--- src/rtl/tetris_pkg.sv ---
// tetris_pkg: shared board dimensions, cell colours and line-clear FSM states.
package tetris_pkg;
    typedef enum logic [2:0] {CL0, CL1, CL2, CL3, CL4, CL5, CL6, CL7} color_t;
    localparam int BOARD_ROWS = 20;
    localparam int BOARD_COLS = 10;
    localparam int CELL_W = $bits(color_t);
    localparam int LINES_MAX = 999;
    typedef enum logic [2:0] {IDLE, READ, EVAL, FILL, DONE} lc_state_t;
endpackage

--- src/rtl/row_full_detect.sv ---
// row_full_detect: flags a board row whose cells are all non-empty.
module row_full_detect #(
    parameter int COLS = 10,
    parameter int CW = 3
) (
    input  logic [COLS*CW-1:0] row,
    output logic               full
);
    always_comb begin
        full = 1'b1;
        for (int i = 0; i < COLS; i++) full &= |row[i*CW +: CW];
    end
endmodule

--- src/rtl/line_clear_ctrl.sv ---
// line_clear_ctrl: scans the board bottom-up, compacts surviving rows in place,
// zero-fills the vacated top rows and keeps the cleared-line counters.
module line_clear_ctrl
    import tetris_pkg::*;
#(
    parameter int ROWS = BOARD_ROWS,
    parameter int COLS = BOARD_COLS,
    parameter int CW = CELL_W
) (
    input  logic               clk,
    input  logic               rst,
    input  logic               start,
    output logic               busy,
    output logic               done,
    output logic [4:0]         rd_addr,
    input  logic [COLS*CW-1:0] rd_data,
    output logic               wr_en,
    output logic [4:0]         wr_addr,
    output logic [COLS*CW-1:0] wr_data,
    output logic [4:0]         lines_cleared,
    output logic [9:0]         lines_total
);
    lc_state_t state, state_n;
    logic [4:0] rd, rd_n, wr, wr_n, k, k_n, wr_addr_n, lc_n;
    logic [COLS*CW-1:0] wr_data_n;
    logic [9:0] lt_n;
    logic [10:0] sum;
    logic wr_en_n, full;

    row_full_detect #(.COLS(COLS), .CW(CW)) u_full (.row(rd_data), .full(full));

    assign busy = state != IDLE;
    assign done = state == DONE;
    assign rd_addr = rd;
    assign sum = 11'(lines_total) + 11'(k);

    always_ff @(posedge clk or negedge rst) begin
        if (!rst) begin
            state <= IDLE;
            rd <= '0;
            wr <= '0;
            k <= '0;
            wr_en <= 1'b0;
            wr_addr <= '0;
            wr_data <= '0;
            lines_cleared <= '0;
            lines_total <= '0;
        end else begin
            state <= state_n;
            rd <= rd_n;
            wr <= wr_n;
            k <= k_n;
            wr_en <= wr_en_n;
            wr_addr <= wr_addr_n;
            wr_data <= wr_data_n;
            lines_cleared <= lc_n;
            lines_total <= lt_n;
        end
    end

    always_comb begin
        state_n = state;
        rd_n = rd;
        wr_n = wr;
        k_n = k;
        wr_en_n = 1'b0;
        wr_addr_n = wr_addr;
        wr_data_n = wr_data;
        lc_n = lines_cleared;
        lt_n = lines_total;
        case (state)
            IDLE: if (start) begin
                rd_n = 5'(ROWS - 1);
                wr_n = 5'(ROWS - 1);
                k_n = '0;
                state_n = READ;
            end
            READ: state_n = EVAL;
            EVAL: begin
                if (full) k_n = k + 5'd1;
                else begin
                    // wr == rd means the row is already in place
                    wr_en_n = wr != rd;
                    wr_addr_n = wr != rd ? wr : wr_addr;
                    wr_data_n = wr != rd ? rd_data : wr_data;
                    wr_n = wr - 5'd1;
                end
                if (rd == 5'd0) state_n = k_n != 5'd0 ? FILL : DONE;
                else begin
                    rd_n = rd - 5'd1;
                    state_n = READ;
                end
            end
            FILL: begin
                wr_en_n = 1'b1;
                wr_addr_n = wr;
                wr_data_n = '0;
                state_n = wr == 5'd0 ? DONE : FILL;
                wr_n = wr == 5'd0 ? wr : wr - 5'd1;
            end
            DONE: begin
                lc_n = k;
                lt_n = sum > 11'(LINES_MAX) ? 10'(LINES_MAX) : sum[9:0];
                state_n = IDLE;
            end
            default: state_n = IDLE;
        endcase
    end
endmodule

--- config.mk ---
export PLATFORM = sky130hd
export DESIGN_NAME = line_clear_ctrl
export DESIGN_NICKNAME = d
export VERILOG_FILES = /design/src/rtl/tetris_pkg.sv /design/src/rtl/row_full_detect.sv /design/src/rtl/line_clear_ctrl.sv
export SDC_FILE = /design/constraint.sdc
export NUM_CORES = 1
export LEC_CHECK = 0
export BUFFER_PORTS_ARGS = -buffer_cell sky130_fd_sc_hd__buf_2
export CAP_MARGIN = 20
export CORE_MARGIN = 10
export CORE_UTILIZATION = 31
export CTS_BUF_LIST = sky130_fd_sc_hd__clkbuf_8
export CTS_CLUSTER_DIAMETER = 120
export CTS_CLUSTER_SIZE = 20
export DETAILED_ROUTE_END_ITERATION = 8
export GPL_TIMING_DRIVEN = 0
export SLEW_MARGIN = 20
export SYNTH_ARGS = -nofsm -noshare
export SYNTH_HDL_FRONTEND = slang
export SYNTH_SLANG_ARGS = --single-unit
--- constraint.sdc ---
create_clock -name clk -period 4.51 [get_ports clk]
set_input_delay 0.902 -clock clk [delete_from_list [all_inputs] [get_ports clk]]
set_output_delay 0.902 -clock clk [all_outputs]
set_load 0.01 [all_outputs]
# Word level (Yosys, flattened, before mapping)
# Index checks and enable logic that the tools add are counted.
totals:
  reg_bits: 69
  in_bits: 33
  out_inout_bits: 58
  word_cells: 79
classes:
  addsub: 4
  magnitude_cmp: 1
  n_eq_ne: 10
  mux: 24
  bitwise_logic: 9
  reduce_logical: 22
op_table:
  columns: ["cell", "count"]
  rows:
  - ["$mux W30", 2]
  - ["$pmux W30 S2", 1]
  - ["$mux W5", 9]
  - ["$pmux W5 S2", 3]
  - ["$reduce_or A3 Y1", 10]
  - ["$pmux W5 S3", 1]
  - ["$mux W3", 4]
  - ["$pmux W3 S4", 1]
  - ["$add A10 B5 Y11", 1]
  - ["$gt A11 B10 Y1 const B", 1]
  - ["$logic_not A5 Y1", 2]
  - ["$mux W10", 1]
  - ["$ne A2 B2 Y1 const B", 5]
  - ["$sub A5 B1 Y5 const B", 2]
  - ["$and A1 B1 Y1", 9]
  - ["$eq A3 B2 Y1 const B", 2]
  - ["$reduce_and A3 Y1", 2]
  - ["$reduce_bool A3 Y1", 2]
  - ["$add A5 B1 Y5 const B", 1]
  - ["$ne A5 B5 Y1", 1]
  - ["$reduce_bool A5 Y1", 1]
  - ["$reduce_and A4 Y1", 1]
  - ["$reduce_bool A2 Y1", 2]
  - ["$eq A3 B1 Y1 const B", 1]
  - ["other kinds (5)", 5]

# Logic depth before layout (Yosys ltp)
depth:
  depth_word: 16
  depth_mapped: 9

# Modules after synthesis
# From an unflattened synthesis, not the netlist that was laid out.
hier_totals:
  cells_unflattened: 329
  area_unflattened_um2: 3415.8
by_module_without_submodules:
  columns: ["module", "n_inst", "cells_per_inst", "area_per_inst_um2", "seq_area_each_um2"]
  rows:
  - ["line_clear_ctrl", 1, 313, 3334.4, 1726.7]
  - ["row_full_detect", 1, 16, 81.3, 0.0]

# Worst setup path before layout
# Ideal clock, no wire load.
synth_timing:
  path_type: "register -> register"
  startpoint: "register k[0]"
  endpoint: "register lines_total[3]"
  arrival_ns: 2.266
  slack_ns: 2.122
  path_stages_with_launch: 10
  path_buffers: 0
  period_less_slack_ns: 2.388
  cell_sequence: "dfrtp_1 -> ha_1 -> inv_1 -> fa_1 -> and2b_4 -> o211ai_4 -> a21boi_4 -> xor2_1 -> o2111ai_2 -> a32o_1"
synth_between:
  elab_chain_len: 3
synth_lines:
  columns: ["element", "line", "text"]
  rows:
  - ["from (decl)", "line_clear_ctrl.sv:24", "logic [4:0] rd, rd_n, wr, wr_n, k, k_n, wr_addr_n, lc_n;"]
  - ["from (signal assigned)", "line_clear_ctrl.sv:52", "k <= k_n;"]
  - ["$add A10 B5 Y11 *", "line_clear_ctrl.sv:35", "assign sum = 11'(lines_total) + 11'(k);"]
  - ["$gt A11 B10 Y1", "line_clear_ctrl.sv:103", "lt_n = sum > 11'(LINES_MAX) ? 10'(LINES_MAX) : sum[9:0];"]
  - ["$mux W10 *", "line_clear_ctrl.sv:103", null]
  - ["to (signal assigned)", "line_clear_ctrl.sv:57", "lines_total <= lt_n;"]
  - ["to (decl)", "line_clear_ctrl.sv:21", "output logic [9:0] lines_total"]
# Every way passes the cells marked *; elsewhere a longest branch is shown, timed or not.
# A chain may end at the register's enable or synchronous reset.

# Final worst setup path
# Ends and elaborated chain as after synthesis.

==> flow_summary.toml <==
[placement]
dp_hpwl_mm = 8.22
place_ws_ns = 1.88
io_buffers = 90
place.gp.congestion = 0.865
dp.cells = 667

[floorplanning]
ioPinCount = 91
die-area_um2 = 17500
fp.coreArea_um2 = 12200
initial_utilization_pct = 32.1
die_x_um = 132
rows = 40
die_h_um = 132

[logic_synthesis]
yosys_warnings = 0
seq_area_frac_synth_pct = 44.2
syn_area_um2 = 3910
synth_seq_cells = 69
yosys.area.top_type = "dfrtp_1"
synth_area_leaders = "dfrtp_1 (44%), or3b_1 (6.9%), o311ai_1 (6.7%)"
synthCells = 408
synthesis.nets = 451
synthArstFlopShare_pct = 100
synth_top_area_share_pct = 44.2
avgSynthCellArea_um2 = 9.58
ys_types = 55
synth.most_common_cell = "dfrtp_1"
synth_commonest_cells = "dfrtp_1 (69), nand2_1 (61), inv_1 (43)"
synth_edf_count = 0
synth_ff_type = "dfrtp_1"

[critical_path]
cp-end-kind = "flop"
crit_type = "reg2reg"
crit_required_ns = 4.75
path_buf_inv = 1
start_kind = "flop"
crit_family = "compound AO/OA/AOI/OAI gates"
max_stage_delay_ns = 0.50
crit_fanout = 9
cp.arrival_ns = 2.91
crit_chain = "ha_1, inv_1, fa_1, and2b_4, o211ai_4, a21boi_4, xor2_1, o2111ai_2, a32o_1"
crit_slowest_cell = "dfrtp_1"

[detailed_routing]
wirelength_mm = 10.9
remaining_drc_errors = 0
post_drt_via_cell_ratio = 4.95
drt-pass1-iter-count = 4
first_iter_violations = 157
num_vias = 3381
wl_per_cell_um = 15.9
drtAntennaViolNets = 0

[sta]
min_period_over_period_pct = 59.2
whs_ns = 0.408
fmax_mhz = 374
tightest_slew_ns = 0.539
slew_headroom_pct = 63.6
fin_crit_ns = 2.67
fin_worst_skew_ns = 0.00859
fin_ws_ns = 1.84
setup_tns_ns = 0
hold_violations = 0
rsz0062_at_grt = "no"
setup-violations-final = 0
drv_slew = 0

[job]
cap_violations = 0

[global_routing]
grt_pass1_wl_mm = 18.4
grt_use_total_pct = 12.7
grt_pass1_vias = 3550
grt_max_degree = 52
gr-total-overflow = 0
antenna_found_initial = 0

[final_layout]
num-nets-final = 553
final_cell_count_no_fill = 683
syn_to_final_growth_pct = 24.6
drive_gt1_share_pct = 25.2
n_antenna_cell = 0

[clock_network]
clk_latency_ns = 0.36
cts_tree = "done"
cts_sinks = 69
cts_hold_buffers = 0
post_cts_buffers = 0
htreeDepth = 3
cts-root-buf = "clkbuf_8"
cts_made_buffers = 9
cts_resized = 0
clockBufferDepth = 2
clkTransAtPathRegs_ns = 0.08

[pwr]
peakVddDrop_mv = 0.319
power_uw = 2180
power.leakage_uw = 0.00236
powerDensity_nw_per_um2 = 447

[run_status]
run_status = "complete, no violations"

[min_path]
hold_class = "in2async"
[cell type report]
cell class                 count  area, µm²
clock inverter                 6        134
clock buffer                  10        138
inverter                      45        169
timing repair buffer          91        480
tap                          168        210
fill                        1215       7290
multi-input combinational    272       1880
sequential                    69       1730
buffer                        22        133
[registers in the layout (all words and copies together), names as in the netlist]
register and flops:
wr_data 30, lines_total 10, k 5, lines_cleared 5, rd_addr 5, wr 5, wr_addr 5, state 3
wr_en 1
[per-stage QoR]
step           util (%)  instance area (µm²)
6_report           40.0                 4870
5_1_grt            40.0                 4870
4_1_cts            40.0                 4870
3_5_place_dp       37.8                 4600
3_3_place_gp       37.6                 4570
2_1_floorplan         -                 3910
[worst reg2reg max path: stages, from the launching register on]
cell and delay [ns]:
dfrtp_1 0.50, ha_1 0.25, inv_1 0.07, fa_1 0.40
and2b_4 0.29, o211ai_4 0.09, a21boi_4 0.22, xor2_1 0.20
o2111ai_2 0.22, a32o_1 0.32
[kinds of logic (layout without fill, tap and decap cells)]
family                   Yosys count  after routing  share of synthesized area (%)
XOR/XNOR                          12             12                           2.69
flip-flops                        69             69                           44.2
AND/OR/NAND/NOR                  148            148                           20.9
AO/OA/AOI/OAI                     93             93                           18.6
adder cells (fa/ha/maj)           10             10                           3.39
multiplexers                       9              9                           2.56
buffers and inverters             67            174                           7.72
[routing by layer]
metal	track usage (%)	vias up	routed length, µm	part of all wire, %
met1	15.4	1653	4870	45
met2	20.8	66	5380	50
met4	3.00	0	87	0.80
met5	0	-	0	0
li1	-	1658	-	-
met3	4.46	4	528	4.9
[cell usage in the layout (no fill, tap or decap), types with 4 or more instances in the layout]
| cell | synthesis | routed |
|---|---|---|
| dfrtp_1 | 69 | 69 |
| nand3_1 | 6 | 6 |
| bufinv_16 | 0 | 4 |
| o311ai_1 | 30 | 30 |
| clkbuf_1 | 14 | 14 |
| buf_6 | 6 | 6 |
| inv_1 | 43 | 43 |
| o21ai_0 | 9 | 9 |
| clkbuf_8 | 0 | 10 |
| nand2_1 | 61 | 61 |
| buf_2 | 1 | 90 |
| a21oi_1 | 14 | 14 |
| xor2_1 | 6 | 6 |
| ha_1 | 9 | 9 |
| a31oi_1 | 9 | 9 |
| or3b_1 | 31 | 31 |
| nor2_1 | 16 | 16 |
| nor3_1 | 13 | 13 |
| o21ai_1 | 6 | 6 |
| xnor2_1 | 6 | 6 |
| mux2_1 | 6 | 6 |
| and3_1 | 4 | 4 |
[worst paths after layout]
path	from	to	slack [ns]	cells past startpoint
setup / recovery	k[0]	lines_total[3]	1.84	9
hold / removal	rst	wr_data[6]	0.41	1
setup reg to reg	k[0]	lines_total[3]	1.84	9
hold reg to reg	lines_cleared[4]	lines_cleared[4]	0.47	2
max in group asynchronous	rst	lines_total[7]	3.54	2
min in group clk	lines_cleared[4]	lines_cleared[4]	0.47	2
[report_power, final]
group	switching, µW	leakage (µW)	internal (µW)
Clock	247	0.000136	438
Sequential	150	0.000862	762
Combinational	307	0.00136	274
Power figures use the tool's default switching activity.
